==> src/rtl/sram_1r1w_param.sv <==
// sram_1r1w_param: parametrised single-clock 1R1W memory (port 0 writes, port 1 reads).
// Features: byte-lane write mask, 1- or 2-cycle read latency, selectable
// read-during-write behaviour, and a zero-fill sweep after every reset.
// Optional build macro SRAM_PARITY_EN adds one even-parity bit per byte lane
// and the rd_perr flag. Without it, rd_perr is constant 0 and perr_inj0 is ignored.
module sram_1r1w_param #(
    parameter int DATA_WIDTH   = 32,
    parameter int ADDR_WIDTH   = 5,
    parameter int READ_LATENCY = 1,
    parameter int WRITE_FIRST  = 1
) (
    input  logic                      clk,
    input  logic                      rst,
    input  logic                      csb0,
    input  logic [ADDR_WIDTH-1:0]     addr0,
    input  logic [DATA_WIDTH-1:0]     din0,
    input  logic [DATA_WIDTH/8-1:0]   wmask0,
    input  logic                      perr_inj0,
    input  logic                      csb1,
    input  logic [ADDR_WIDTH-1:0]     addr1,
    output logic [DATA_WIDTH-1:0]     dout1,
    output logic                      dout1_valid,
    output logic                      rd_perr,
    output logic                      busy
);

    localparam int RAM_DEPTH = 1 << ADDR_WIDTH;
    localparam int LANES     = DATA_WIDTH / 8;

    if ((DATA_WIDTH % 8) != 0 || DATA_WIDTH <= 0) begin : g_bad_width
        $error("sram_1r1w_param: DATA_WIDTH must be a positive multiple of 8");
    end
    if (READ_LATENCY != 1 && READ_LATENCY != 2) begin : g_bad_latency
        $error("sram_1r1w_param: READ_LATENCY must be 1 or 2");
    end

    // Replace the lanes selected by mask in old_w with the lanes of new_w.
    function automatic logic [DATA_WIDTH-1:0] merge_lanes(
        input logic [DATA_WIDTH-1:0] old_w,
        input logic [DATA_WIDTH-1:0] new_w,
        input logic [LANES-1:0]      mask
    );
        logic [DATA_WIDTH-1:0] r;
        r = old_w;
        for (int i = 0; i < LANES; i++) begin
            if (mask[i]) r[8*i +: 8] = new_w[8*i +: 8];
        end
        return r;
    endfunction

    typedef enum logic {ST_INIT, ST_READY} state_t;

    state_t                state_q, state_d;
    logic [ADDR_WIDTH-1:0] init_addr_q, init_addr_d;
    logic                  busy_q, busy_d;
    logic                  init_we, wr_en, rd_en;

    // State register: reset restarts the zero-fill sweep from address 0.
    always_ff @(posedge clk) begin
        if (rst) begin
            state_q     <= ST_INIT;
            init_addr_q <= '0;
            busy_q      <= 1'b1;
        end else begin
            state_q     <= state_d;
            init_addr_q <= init_addr_d;
            busy_q      <= busy_d;
        end
    end

    // Next state: sweep one address per cycle, leave INIT after the last one.
    always_comb begin
        state_d     = state_q;
        init_addr_d = init_addr_q;
        busy_d      = busy_q;
        if (state_q == ST_INIT) begin
            init_addr_d = init_addr_q + ADDR_WIDTH'(1);
            if (init_addr_q == {ADDR_WIDTH{1'b1}}) begin
                state_d = ST_READY;
                busy_d  = 1'b0;
            end
        end
    end

    // Output decode: ports are only honoured in READY and never on a reset edge.
    always_comb begin
        init_we = 1'b0;
        wr_en   = 1'b0;
        rd_en   = 1'b0;
        if (!rst) begin
            init_we = (state_q == ST_INIT);
            wr_en   = (state_q == ST_READY) && !csb0;
            rd_en   = (state_q == ST_READY) && !csb1;
        end
    end

    logic [DATA_WIDTH-1:0] mem_q [RAM_DEPTH];
    logic                  collide;
    logic [DATA_WIDTH-1:0] rd_old, rd_word;
    logic                  perr_calc;

    assign collide = wr_en && rd_en && (addr0 == addr1);

    // Storage array: sweep writes zeros, normal writes update enabled lanes only.
    always_ff @(posedge clk) begin
        if (init_we) begin
            mem_q[init_addr_q] <= '0;
        end else if (wr_en) begin
            for (int i = 0; i < LANES; i++) begin
                if (wmask0[i]) mem_q[addr0][8*i +: 8] <= din0[8*i +: 8];
            end
        end
    end

    // Read word: on a same-address collision, write-first forwards the merged word.
    always_comb begin
        rd_old  = mem_q[addr1];
        rd_word = rd_old;
        if (WRITE_FIRST != 0 && collide) rd_word = merge_lanes(rd_old, din0, wmask0);
    end

`ifdef SRAM_PARITY_EN
    // Even parity per byte lane.
    function automatic logic [LANES-1:0] lane_parity(input logic [DATA_WIDTH-1:0] w);
        logic [LANES-1:0] p;
        for (int i = 0; i < LANES; i++) p[i] = ^w[8*i +: 8];
        return p;
    endfunction

    logic [LANES-1:0] par_q [RAM_DEPTH];
    logic [LANES-1:0] par_wr, par_rd;

    assign par_wr = lane_parity(din0) ^ {LANES{perr_inj0}};

    // Parity array tracks the data array lane by lane; the sweep stores consistent zeros.
    always_ff @(posedge clk) begin
        if (init_we) begin
            par_q[init_addr_q] <= '0;
        end else if (wr_en) begin
            for (int i = 0; i < LANES; i++) begin
                if (wmask0[i]) par_q[addr0][i] <= par_wr[i];
            end
        end
    end

    // Parity check on the word actually returned, including forwarded lanes.
    always_comb begin
        par_rd = par_q[addr1];
        if (WRITE_FIRST != 0 && collide) begin
            for (int i = 0; i < LANES; i++) begin
                if (wmask0[i]) par_rd[i] = par_wr[i];
            end
        end
        perr_calc = |(lane_parity(rd_word) ^ par_rd);
    end
`else
    logic unused_perr_inj;
    assign unused_perr_inj = perr_inj0;
    assign perr_calc       = 1'b0;
`endif

    logic [DATA_WIDTH-1:0] out_data_d;
    logic                  out_vld_d, out_perr_d;

    if (READ_LATENCY == 2) begin : g_lat2
        logic [DATA_WIDTH-1:0] data_p0_q;
        logic                  vld_p0_q, perr_p0_q;

        // Stage 0 control: captured at the accept edge, flushed by reset.
        always_ff @(posedge clk) begin
            if (rst) begin
                vld_p0_q  <= 1'b0;
                perr_p0_q <= 1'b0;
            end else begin
                vld_p0_q  <= rd_en;
                perr_p0_q <= rd_en & perr_calc;
            end
        end

        // Stage 0 data: snapshot at accept, so later writes cannot disturb it.
        always_ff @(posedge clk) begin
            if (rd_en) data_p0_q <= rd_word;
        end

        assign out_data_d = data_p0_q;
        assign out_vld_d  = vld_p0_q;
        assign out_perr_d = perr_p0_q;
    end else begin : g_lat1
        assign out_data_d = rd_word;
        assign out_vld_d  = rd_en;
        assign out_perr_d = rd_en & perr_calc;
    end

    logic [DATA_WIDTH-1:0] dout1_q;
    logic                  dout1_valid_q, rd_perr_q;

    // Output stage: dout1 holds its value between completed reads.
    always_ff @(posedge clk) begin
        if (rst) begin
            dout1_q       <= '0;
            dout1_valid_q <= 1'b0;
            rd_perr_q     <= 1'b0;
        end else begin
            dout1_valid_q <= out_vld_d;
            rd_perr_q     <= out_perr_d;
            if (out_vld_d) dout1_q <= out_data_d;
        end
    end

    assign dout1       = dout1_q;
    assign dout1_valid = dout1_valid_q;
    assign rd_perr     = rd_perr_q;
    assign busy        = busy_q;

endmodule

==> config.mk <==
export PLATFORM = sky130hd
export DESIGN_NAME = sram_1r1w_param
export DESIGN_NICKNAME = d
export VERILOG_FILES = /design/src/rtl/sram_1r1w_param.sv
export SDC_FILE = /design/constraint.sdc
export NUM_CORES = 1
export LEC_CHECK = 0
export ABC_AREA = 0
export BUFFER_PORTS_ARGS = -buffer_cell sky130_fd_sc_hd__buf_2
export CORE_AREA = 4 4 240 335
export CTS_CLUSTER_SIZE = 24
export DETAILED_ROUTE_END_ITERATION = 8
export DIE_AREA = 0 0 244 339
export GPL_TIMING_DRIVEN = 0
export PLACE_DENSITY_LB_ADDON = 0.15
export SYNTH_ARGS = -nofsm -noshare
export SYNTH_HDL_FRONTEND = slang
export SYNTH_SLANG_ARGS = --single-unit
export TNS_END_PERCENT = 5
==> constraint.sdc <==
create_clock -name clk -period 3.31 [get_ports clk]
set_clock_uncertainty 0.05 [all_clocks]
set_input_delay 0.1655 -clock clk [delete_from_list [all_inputs] [get_ports clk]]
set_output_delay 0.1655 -clock clk [all_outputs]
set_load 0.02 [all_outputs]
==> impl_metrics.yaml <==
sta:
  worst_slew_pin_slew_ps: 1459
  fmax_mhz: 296.3
  setup_viol: 36
  hold_violations: 0
  layout_setup_ws_ps: -65.04
  min_period_over_period_pct: 102.0
  rsz0062_at_grt: "true"
  maxSlewViolCount: 0
  period_needed_ps: 3375
  max_slew_margin_pct: 1.453
worst_setup_path:
  crit_family: "simple AND/OR/NAND/NOR gates"
  worstSetupEndpointType: "flop"
  r2r-start: "state_q"
  crit_slowest_cell: "nor3_2"
  rrSetupSlack_ps: -70
  cp_data_arrival_time_ps: 3620
  reg2reg_to: "mem_q[17][29]"
  crit_required_ps: 3560
  critPathLaunchType: "flop"
  crit_path_max_incr_delay_ps: 710
  rr_worst_depth: 6
  cp_cell_sequence: "nand2b_4 > nor3_4 > buf_4 > a31oi_2 > buf_2 > nor3_2"
  crit_buf_inv: 2
  crit_type: "flop to flop"
  critPathMaxFanout: 10
hold_path:
  min_to: "dout1[31]"
  hold_path_class: "input port to flop"
  hold_start: "wmask0[3]"
  hold_depth: 5
clock_network:
  cts_buffer_depth: 3
  numCtsBuffers: 96
  worstSkewPairLatency_ps: 690
  h-tree-depth: 3
  clock-root-buffer: "clkbuf_16"
  post_cts_buffers: 0
  clkSlewWorstSetupHoldPaths_ps: 70
  cts_tree: "done"
  cts.sinks: 1064
power_and_ir_drop:
  p_leak_nw: 15.12
  vdd_drop_max_mv: 0.4609
  fin_total_pwr_mw: 27.47
  power.density_nw_per_um2: 568.5
synth:
  ys_seq_area_share_pct: 74.77
  yosys-top-cells-area: "edfxtp_1, mux2i_1, a22oi_1, mux4_2, dfxtp_1"
  yosys.area.top_type: "edfxtp_1"
  netlist_area_um2: 42200
  synth_top_area_share_pct: 72.87
  yosysWarnings: 0
  syn_nets: 2467
  syn_avg_cell_area_um2: 17.48
  synth_cell_types: 49
  synth-edff-count: 1024
  ys_ff_latch: 1064
  async_flop_share_pct: 0
  synthFlopType: "edfxtp_1"
  syn-instance-count: 2414
route:
  firstDrtPassIters: 5
  wl_um: 131700
  drc: 0
  ant_nets: 0
  drt_iter0_markers: 3019
  post_drt_wl_per_cell_um: 34.91
  vias: 24912
  drt-vias-per-instance: 6.604
floorplanning:
  die_h_um: 339
  num_rows: 121
  ios: 86
  dieArea_um2: 82720
  die_w_um: 244
  core_area_um2: 77510
  start_util_pct: 54.44
run_status:
  status: "complete, but fails checks"
  failed_checks: "negative setup slack"
cells_and_area:
  layout_commonest_cell: "edfxtp_1"
  register_area_um2: 31550
  final_area_um2: 48320
  drive_gt1_share_pct: 20.91
  most-common-layout-cells: "edfxtp_1, mux2i_1, a22oi_1"
  multi_input_area_um2: 10520
  fillerInstances: 5662
  areaGrowthSynthToFinish_pct: 14.50
  nets: 2700
placement:
  port_buffers: 81
  place_congestion: 0.9302
  place_hpwl_um: 89210
  placed_area_um2: 44240
  dpl_worst_slack_ps: -422.9
job:
  maxCapViolations: 0
global_routing:
  grt_pass1_wl_um: 181900
  gr-usage-all-layers_pct: 31.40
  grt_pass1_vias: 24891
  grt_max_degree: 33
  antenna_found_initial: 3
  grt-ovfl-total: 0
-- area by class of cell --
class	count	area share, %
antenna	1	0.005179
buffer	170	1.758
clock buffer	116	5.280
clock inverter	61	1.209
inverter	11	0.08546
multi-input combinational	1169	21.78
sequential	1064	65.30
tap	1045	2.706
timing repair buffer	135	1.875
-- where the power goes --
group | switching [mW] | leakage [nW] | total (mW) | internal [mW]
Combinational | 1.09 | 5.20 | 1.50 | 0.415
Clock | 4.96 | 1.54 | 11.3 | 6.35
Sequential | 0.0245 | 8.37 | 14.7 | 14.6
Total | 6.07 | 15.1 | 27.5 | 21.4
-- worst min-delay path, delay by kind of cell --
family,cells,cell delay (ps)
and+or+nand+nor,1,150
AOI/OAI and AO/OA,2,140
buffers and inverters,2,300
-- cell families (layout without fill, tap and decap cells) --
kind of cell / Yosys count / after routing / share of synthesized area (%)
AO/OA/AOI/OAI: 310 / 310 / 5.245
XOR/XNOR: 8 / 8 / 0.1661
adder cells (fa/ha/maj): 2 / 2 / 0.05929
buffers and inverters: 181 / 493 / 2.111
flip-flops: 1064 / 1064 / 74.77
multiplexers: 461 / 461 / 12.54
other: 1 / 2 / 0.008887
AND/OR/NAND/NOR: 387 / 387 / 5.103
-- sequential cells by signal, summed over array words and instances, names as in the netlist --
name,cells
dout1_valid,1
init_addr_q,5
dout1,32
state_q,1
mem_q,1024
busy,1
-- cells in the mapped netlist (2+ instances only) --
library cell	instances
edfxtp_1	1024
mux2i_1	407
a22oi_1	227
nor3_1	130
nand3_1	101
buf_2	77
clkbuf_1	59
mux4_2	54
dfxtp_1	40
nand2_1	39
and2_1	35
o21ai_0	34
a21oi_1	32
and4_1	31
buf_4	26
nor2_1	13
inv_1	11
nor2b_1	8
xor2_1	7
a31oi_2	6
and3_1	5
nand2b_1	5
buf_1	4
a31oi_1	3
nor3b_1	3
nor4_1	3
nor4b_1	3
o21ai_1	3
buf_6	2
clkbuf_2	2
ha_1	2
-- what timing repair did --
action | 4_1_cts | 5_1_grt
setup endpoints to repair | 1031 | 858
hold endpoints to repair | 44 | 0
resized for setup | 77 | 50
hold buffers | 36 | 0
-- per-stage QoR --
| step | instances | hold WS (ps) | TNS, ps | util [%] |
|---|---|---|---|---|
| 2_1_floorplan | 2414 | 223.5 | 0 | - |
| 5_1_grt | 3771 | 86.33 | -3824 | 62.33 |
| 3_5_place_dp | 3556 | 342.6 | -118780 | 57.07 |
| 3_3_place_gp | 3540 | 328.2 | -191060 | 56.65 |
| 4_1_cts | 3769 | 40.08 | -9263 | 62.00 |
| 6_report | 3772 | 59.05 | -1191 | 62.33 |
-- per-layer routing --
metal | wire length, µm | global-route usage, % | vias up
li1 | - | - | 10182
met5 | 100 | 0.3529 | -
met1 | 44860 | 38.03 | 12767
met3 | 13960 | 7.896 | 385
met4 | 9146 | 18.00 | 6
met2 | 63610 | 51.46 | 1572
-- worst max-delay path by stage --
stage | from | to | slack (ps) | cells after the start
6_report | state_q | mem_q[17][29] | -70 | 6
5_1_grt | state_q | mem_q[17][30] | -80 | 6
4_1_cts | state_q | mem_q[13][8] | -200 | 6
3_5_place_dp | state_q | mem_q[17][19] | -420 | 6
3_3_place_gp | state_q | mem_q[10][18] | -700 | 6
2_1_floorplan | state_q | mem_q[0][26] | 530 | 2
Note: power is estimated with default switching activity, not from simulation.
